## config.mk

```make
export PLATFORM = sky130hd
export DESIGN_NAME = ntt_twiddle_sequencer
export DESIGN_NICKNAME = d
export VERILOG_FILES = /design/src/rtl/ntt_twiddle_sequencer.sv
export SDC_FILE = /design/constraint.sdc
export NUM_CORES = 1
export LEC_CHECK = 0
export CORE_ASPECT_RATIO = 1.75
export CORE_MARGIN = 5
export CORE_UTILIZATION = 35
export DETAILED_ROUTE_END_ITERATION = 7
export PLACE_DENSITY = 0.57
export SETUP_SLACK_MARGIN = 0.2
export SLEW_MARGIN = 15
export SYNTH_ARGS = -nofsm -noshare
export SYNTH_HDL_FRONTEND = slang
export SYNTH_SLANG_ARGS = --single-unit
export TNS_END_PERCENT = 50
```

## constraint.sdc

```tcl
create_clock -name clk -period 5.1 [get_ports clk]
set_clock_uncertainty 0.05 [all_clocks]
set_input_delay 1.02 -clock clk [delete_from_list [all_inputs] [get_ports clk]]
set_output_delay 1.02 -clock clk [all_outputs]
set_load 0.005 [all_outputs]
```

## src/rtl/ntt_twiddle_sequencer.sv

```systemverilog
// ntt_twiddle_sequencer
// Address and twiddle-index generator for a 256-point, 7-layer radix-2 NTT.
// Each layer issues 128 butterfly operations over a bf_valid/bf_ready
// handshake. The block presents (addr_a, addr_b = addr_a + len, tw_idx, layer)
// for the current butterfly, and last marks operation 896 of the transform.
//
// Configuration macro: NTT_SEQ_INV_EN
//   defined   : mode=1 selects inverse ordering (len = 2<<layer, k counts
//               down from TW_FIRST+126).
//   undefined : mode is ignored and only forward ordering
//               (len = 128>>layer, k counts up from TW_FIRST) exists.
module ntt_twiddle_sequencer #(
  parameter logic [7:0] TW_FIRST = 8'd1
) (
  input  logic       clk,
  input  logic       rst_n,
  input  logic       start,
  input  logic       mode,
  input  logic       abort,
  input  logic       bf_ready,
  output logic       bf_valid,
  output logic [7:0] addr_a,
  output logic [7:0] addr_b,
  output logic [7:0] tw_idx,
  output logic [2:0] layer,
  output logic       last,
  output logic       busy,
  output logic       done
);

  typedef enum logic [1:0] {
    S_IDLE = 2'd0,
    S_RUN  = 2'd1,
    S_DONE = 2'd2
  } state_e;

  localparam logic [2:0] LAST_LAYER       = 3'd6;
  localparam logic [6:0] LAST_OP_IN_LAYER = 7'd127;
  localparam logic [7:0] INV_K_OFFSET     = 8'd126;

  // FSM state
  state_e     state_q, state_d;

  // Position within the transform: layer, group start s, offset j within
  // the group, twiddle index k, and operation count within the layer.
  logic [2:0] layer_q, layer_d;
  logic [7:0] s_q, s_d;
  logic [7:0] j_q, j_d;
  logic [7:0] k_q, k_d;
  logic [6:0] cnt_q, cnt_d;

  // Registered outputs
  logic       bf_valid_q, bf_valid_d;
  logic [7:0] addr_a_q, addr_a_d;
  logic [7:0] addr_b_q, addr_b_d;
  logic [7:0] tw_idx_q, tw_idx_d;
  logic       last_q, last_d;
  logic       busy_q, busy_d;
  logic       done_q, done_d;

  // Combinational helpers
  logic [7:0] len_cur;
  logic [7:0] len_nxt;
  logic [7:0] k_next_grp;
  logic       clear;

  // Direction selects: inv_start is the direction being requested with
  // start, inv_run is the direction of the transform in progress.
  logic       inv_start;
  logic       inv_run;

`ifdef NTT_SEQ_INV_EN
  logic       mode_q, mode_d;
  assign inv_start = mode;
  assign inv_run   = mode_q;
`else
  // Forward-only build: direction is tied off so no inverse logic remains.
  logic       unused_mode;
  assign unused_mode = mode;
  assign inv_start   = 1'b0;
  assign inv_run     = 1'b0;
`endif

  // Butterfly span for a given layer and direction.
  function automatic logic [7:0] len_of(input logic [2:0] l, input logic inv);
    return inv ? (8'd2 << l) : (8'd128 >> l);
  endfunction

  // Next-state, next-position and next-output logic.
  // NOTE: every variable written here gets a default first, so no path can
  // leave one unassigned and infer a latch.
  always_comb begin
    state_d    = state_q;
    layer_d    = layer_q;
    s_d        = s_q;
    j_d        = j_q;
    k_d        = k_q;
    cnt_d      = cnt_q;
    bf_valid_d = bf_valid_q;
    addr_a_d   = addr_a_q;
    addr_b_d   = addr_b_q;
    tw_idx_d   = tw_idx_q;
    last_d     = last_q;
    busy_d     = busy_q;
    done_d     = 1'b0;
    clear      = 1'b0;
`ifdef NTT_SEQ_INV_EN
    mode_d     = mode_q;
`endif
    len_cur    = len_of(layer_q, inv_run);
    len_nxt    = len_cur;
    k_next_grp = inv_run ? (k_q - 8'd1) : (k_q + 8'd1);

    unique case (state_q)
      S_IDLE: begin
        if (start) begin
          state_d    = S_RUN;
`ifdef NTT_SEQ_INV_EN
          mode_d     = mode;
`endif
          layer_d    = 3'd0;
          s_d        = 8'd0;
          j_d        = 8'd0;
          cnt_d      = 7'd0;
          k_d        = inv_start ? (TW_FIRST + INV_K_OFFSET) : TW_FIRST;
          len_nxt    = len_of(3'd0, inv_start);
          // First operation is presented in the first RUN cycle.
          bf_valid_d = 1'b1;
          busy_d     = 1'b1;
          addr_a_d   = 8'd0;
          addr_b_d   = len_nxt;
          tw_idx_d   = k_d;
          last_d     = 1'b0;
        end
      end

      S_RUN: begin
        if (abort) begin
          // Cancel wins over a coincident handshake; no done pulse.
          state_d = S_IDLE;
          clear   = 1'b1;
        end else if (bf_ready) begin
          if (last_q) begin
            state_d = S_DONE;
            done_d  = 1'b1;
            clear   = 1'b1;
          end else begin
            cnt_d = cnt_q + 7'd1;
            if (cnt_q == LAST_OP_IN_LAYER) begin
              // Layer finished: move to the next layer, first group.
              layer_d = layer_q + 3'd1;
              s_d     = 8'd0;
              j_d     = 8'd0;
              k_d     = k_next_grp;
            end else if (j_q == (len_cur - 8'd1)) begin
              // Group finished: next group starts 2*len further on.
              s_d = s_q + {len_cur[6:0], 1'b0};
              j_d = 8'd0;
              k_d = k_next_grp;
            end else begin
              j_d = j_q + 8'd1;
            end
            len_nxt  = len_of(layer_d, inv_run);
            addr_a_d = s_d + j_d;
            addr_b_d = s_d + j_d + len_nxt;
            tw_idx_d = k_d;
            last_d   = (layer_d == LAST_LAYER) && (cnt_d == LAST_OP_IN_LAYER);
          end
        end
      end

      S_DONE: begin
        // Single-cycle completion state; start is ignored here.
        state_d = S_IDLE;
      end

      default: begin
        state_d = S_IDLE;
        clear   = 1'b1;
      end
    endcase

    // Leaving RUN returns every output and position counter to zero.
    if (clear) begin
      layer_d    = 3'd0;
      s_d        = 8'd0;
      j_d        = 8'd0;
      k_d        = 8'd0;
      cnt_d      = 7'd0;
      bf_valid_d = 1'b0;
      addr_a_d   = 8'd0;
      addr_b_d   = 8'd0;
      tw_idx_d   = 8'd0;
      last_d     = 1'b0;
      busy_d     = 1'b0;
    end
  end

  // State, position and output registers with asynchronous reset.
  // NOTE: sequential state uses non-blocking assignments so every register
  // samples the pre-edge values regardless of statement order.
  always_ff @(posedge clk or negedge rst_n) begin
    if (!rst_n) begin
      state_q    <= S_IDLE;
      layer_q    <= 3'd0;
      s_q        <= 8'd0;
      j_q        <= 8'd0;
      k_q        <= 8'd0;
      cnt_q      <= 7'd0;
      bf_valid_q <= 1'b0;
      addr_a_q   <= 8'd0;
      addr_b_q   <= 8'd0;
      tw_idx_q   <= 8'd0;
      last_q     <= 1'b0;
      busy_q     <= 1'b0;
      done_q     <= 1'b0;
    end else begin
      state_q    <= state_d;
      layer_q    <= layer_d;
      s_q        <= s_d;
      j_q        <= j_d;
      k_q        <= k_d;
      cnt_q      <= cnt_d;
      bf_valid_q <= bf_valid_d;
      addr_a_q   <= addr_a_d;
      addr_b_q   <= addr_b_d;
      tw_idx_q   <= tw_idx_d;
      last_q     <= last_d;
      busy_q     <= busy_d;
      done_q     <= done_d;
    end
  end

`ifdef NTT_SEQ_INV_EN
  // Direction latched with start for the whole transform.
  always_ff @(posedge clk or negedge rst_n) begin
    if (!rst_n) begin
      mode_q <= 1'b0;
    end else begin
      mode_q <= mode_d;
    end
  end
`endif

  assign bf_valid = bf_valid_q;
  assign addr_a   = addr_a_q;
  assign addr_b   = addr_b_q;
  assign tw_idx   = tw_idx_q;
  assign layer    = layer_q;
  assign last     = last_q;
  assign busy     = busy_q;
  assign done     = done_q;

endmodule

```

==> flow_summary.ini <==
[run_status]
status = finished, violations left
violations = negative setup slack

[timing]
setup_viol = 1
tns_ns = -0.0721
slew_headroom_pct = 43.0
hold_slack_ns = 0.434
finalMaxSlewViolations = 0
worst_slack_ns = -0.0721
tightestPinTransition_ns = 0.855
hold_viol = 0
min_period_over_period_pct = 101
fin_crit_ns = 5.17
clock.fmax_mhz = 193
rsz0062_at_grt = true

[final_layout]
fin_util_pct = 46.6
area.growth.synth_to_final_pct = 31.2
design_area_um2 = 5170
num_antenna_cells = 0
drive_above_1_share_pct = 21.9
fillers = 1101
fin_nets = 555

[floorplanning]
core_um2 = 11100
num_rows = 51
die_h_um = 150
io_pins = 37
start_util_pct = 35.5
fp.dieArea_um2 = 13600
fp.dieW_um = 90.2

[critical_path]
r2r_setup_slack_ns = -0.07
critical_path.top_delay_family = simple AND/OR/NAND/NOR gates
cp_slowest_cell = dfrtp_2
max_stage_delay_ns = 0.45
arrival_ns = 5.33
start_kind = flip-flop
critPathKind = reg -> reg
crit_path_max_fanout = 5
critPathBufInv = 4
cp-end-kind = flip-flop
crit_path_frequent_cell = ha_4
required_ns = 5.25

[synthesis]
synth_enable_flop_cells = 0
synth_nets = 483
async_flop_share_pct = 100
synthCells = 443
ys_seq_area_share_pct = 34.9
synth_area_um2 = 3940
ys_ff_latch = 55
yosysWarnings = 0
ys.flop_type = dfrtp_1
yosysUniqueCellTypes = 61
synth.avg_cell_area_um2 = 8.90

[global_routing]
antenna_found_initial = 0
grt_pass1_wl_um = 18100
overflow = 0
grt_max_degree = 56
grt_use_total_pct = 16.4
grt_pass1_vias = 3676

[drt]
drt-initial-drc-count = 128
wl_per_cell_um = 16.6
final_antenna_net_count = 0
avgViaCountPerCell = 5.32
dr.pass1.iters = 4
wl_um = 10800
drcViolationCount = 0
vias = 3449

[min_path]
hp-class = reg -> reg

[power_and_ir_drop]
leakage_nw = 2.36
irDropWorstVdd_mv = 0.259
power_mw = 1.02
powerDensity_nw_per_um2 = 198

[clock_tree]
clock_latency_ns = 0.30
cts_root_buf = clkbuf_16
numCtsBuffers = 5
cts_tree = built
clk_pin_slew_ns = 0.07
clkSinkCount = 55
htree_levels = 2
cts_buffer_depth = 2

[placed_design]
io_buffers = 35
gp_congestion = 0.859
hpwl_um = 8220
post_dp_cell_area_um2 = 4770

[job]
maxCapViolCount = 0
[kinds of logic after synthesis]
| logic type | count (synthesis) | share of synthesized area, % |
|---|---|---|
| AOI/OAI and AO/OA | 103 | 16.5 |
| and+or+nand+nor | 161 | 21.3 |
| xor gates and xnor gates | 42 | 9.52 |
| buffers and inverters | 40 | 4.38 |
| adders and majority gates | 34 | 11.4 |
| muxes | 8 | 2.03 |
| DFF | 55 | 34.9 |
[synth_stat cells, types with 2 or more instances]
cell type | n | share of area [%]
xor2_1 | 19 | 4.2
o21ai_0 | 40 | 5.1
buf_2 | 3 | 0.38
mux2i_1 | 8 | 2.0
dfrtp_1 | 55 | 35
nor3b_1 | 5 | 0.95
o31ai_1 | 3 | 0.57
o22ai_1 | 3 | 0.48
a21oi_1 | 18 | 2.3
o21bai_1 | 3 | 0.57
nand3_1 | 13 | 1.7
nor3_1 | 6 | 0.76
nor2b_1 | 2 | 0.32
a211oi_1 | 2 | 0.38
a21o_1 | 4 | 0.76
a22o_1 | 11 | 2.4
ha_1 | 31 | 9.8
buf_6 | 2 | 0.57
and3_1 | 8 | 1.3
xnor2_1 | 22 | 4.9
clkbuf_1 | 10 | 0.95
or3_1 | 3 | 0.48
nand3b_1 | 3 | 0.57
nand2_1 | 54 | 5.1
o32ai_1 | 2 | 0.44
nor4_1 | 2 | 0.32
o21ai_1 | 3 | 0.38
fa_1 | 3 | 1.5
nand4_1 | 6 | 0.95
nand2b_1 | 2 | 0.32
and2_1 | 3 | 0.48
o2bb2ai_1 | 3 | 0.67
inv_1 | 24 | 2.3
nor2_1 | 40 | 3.8
[cell type report]
| class | count | area [um2] | area share (%) |
|---|---|---|---|
| Clock buffer | 5 | 125 | 2.42 |
| Clock inverter | 3 | 46.3 | 0.895 |
| Inverter | 24 | 90.1 | 1.74 |
| Multi-Input combinational cell | 348 | 2660 | 51.5 |
| Sequential cell | 55 | 1380 | 26.7 |
| Tap cell | 132 | 165 | 3.19 |
| Timing Repair Buffer | 81 | 706 | 13.6 |
[per-layer routing]
metal / part of all wire (%) / vias up / global-route usage [%]
li1: - / 1687 / -
met5: 0 / - / 0
met2: 57 / 39 / 32.1
met3: 1.0 / 18 / 1.20
met1: 39 / 1705 / 17.6
met4: 3.0 / 0 / 7.23
[placed cells by master (no fill, tap or decap), types with 3 or more instances in the layout]
cell type        instances
clkbuf_16                5
a21o_1                   4
and3_1                   8
ha_1                    22
xor2_1                  18
nand2_1                 52
o22ai_1                  3
nand4_1                  6
clkdlybuf4s50_1         34
buf_6                    4
nor2_1                  32
mux2i_1                  6
a21oi_1                 11
xnor2_2                  5
and2_1                   3
buf_4                   42
o2bb2ai_1                3
o31ai_1                  3
o21ai_1                  6
or3_1                    3
nor3_1                   5
nor2_2                   6
a21oi_2                  8
xnor2_1                 18
nand3b_1                 3
nand3_1                 13
dfrtp_1                 53
a22o_1                  11
inv_1                   22
ha_4                     6
nor3b_1                  4
ha_2                     3
o21ai_0                 37
[report_power, final]
group          internal [mW]  switching [mW]
Sequential             0.453          0.0223
Combinational         0.0612          0.0890
Clock                  0.234           0.165
[flip-flops by register name (all words and copies together) (netlist names)]
signal / count
addr_a: 8
addr_b: 8
busy: 1
cnt_q: 7
done: 1
j_q: 8
last: 1
layer: 3
s_q: 8
state_q: 2
tw_idx: 8
[timing repair]
action | in CTS | in global routing
cloned | 0 | 0
gates resized for setup | 18 | 21
buffers inserted | 5 | 2
pin swaps | 16 | 24
hold buffers | 0 | 0
endpoints found under the hold margin | 0 | 0
setup endpoints to repair | 1 | 2
[per-stage QoR]
stage | cells | setup WS (ns)
final | 648 | -0.0721
after global routing | 648 | -0.335
after CTS | 646 | 0.0275
after detailed placement | 633 | -0.192
after global placement | 633 | -0.0929
after floorplan | 443 | 0.122
[final timing paths]
path | cells after the start | to | from
max in group asynchronous | 2 | layer[1] | rst_n
min in group asynchronous | 2 | tw_idx[5] | rst_n
max | 28 | addr_b[7] | layer[1]
max reg2reg | 28 | addr_b[7] | layer[1]
min reg2reg | 1 | s_q[0] | s_q[0]
min | 1 | s_q[0] | s_q[0]
Power figures use the tool's default switching activity.
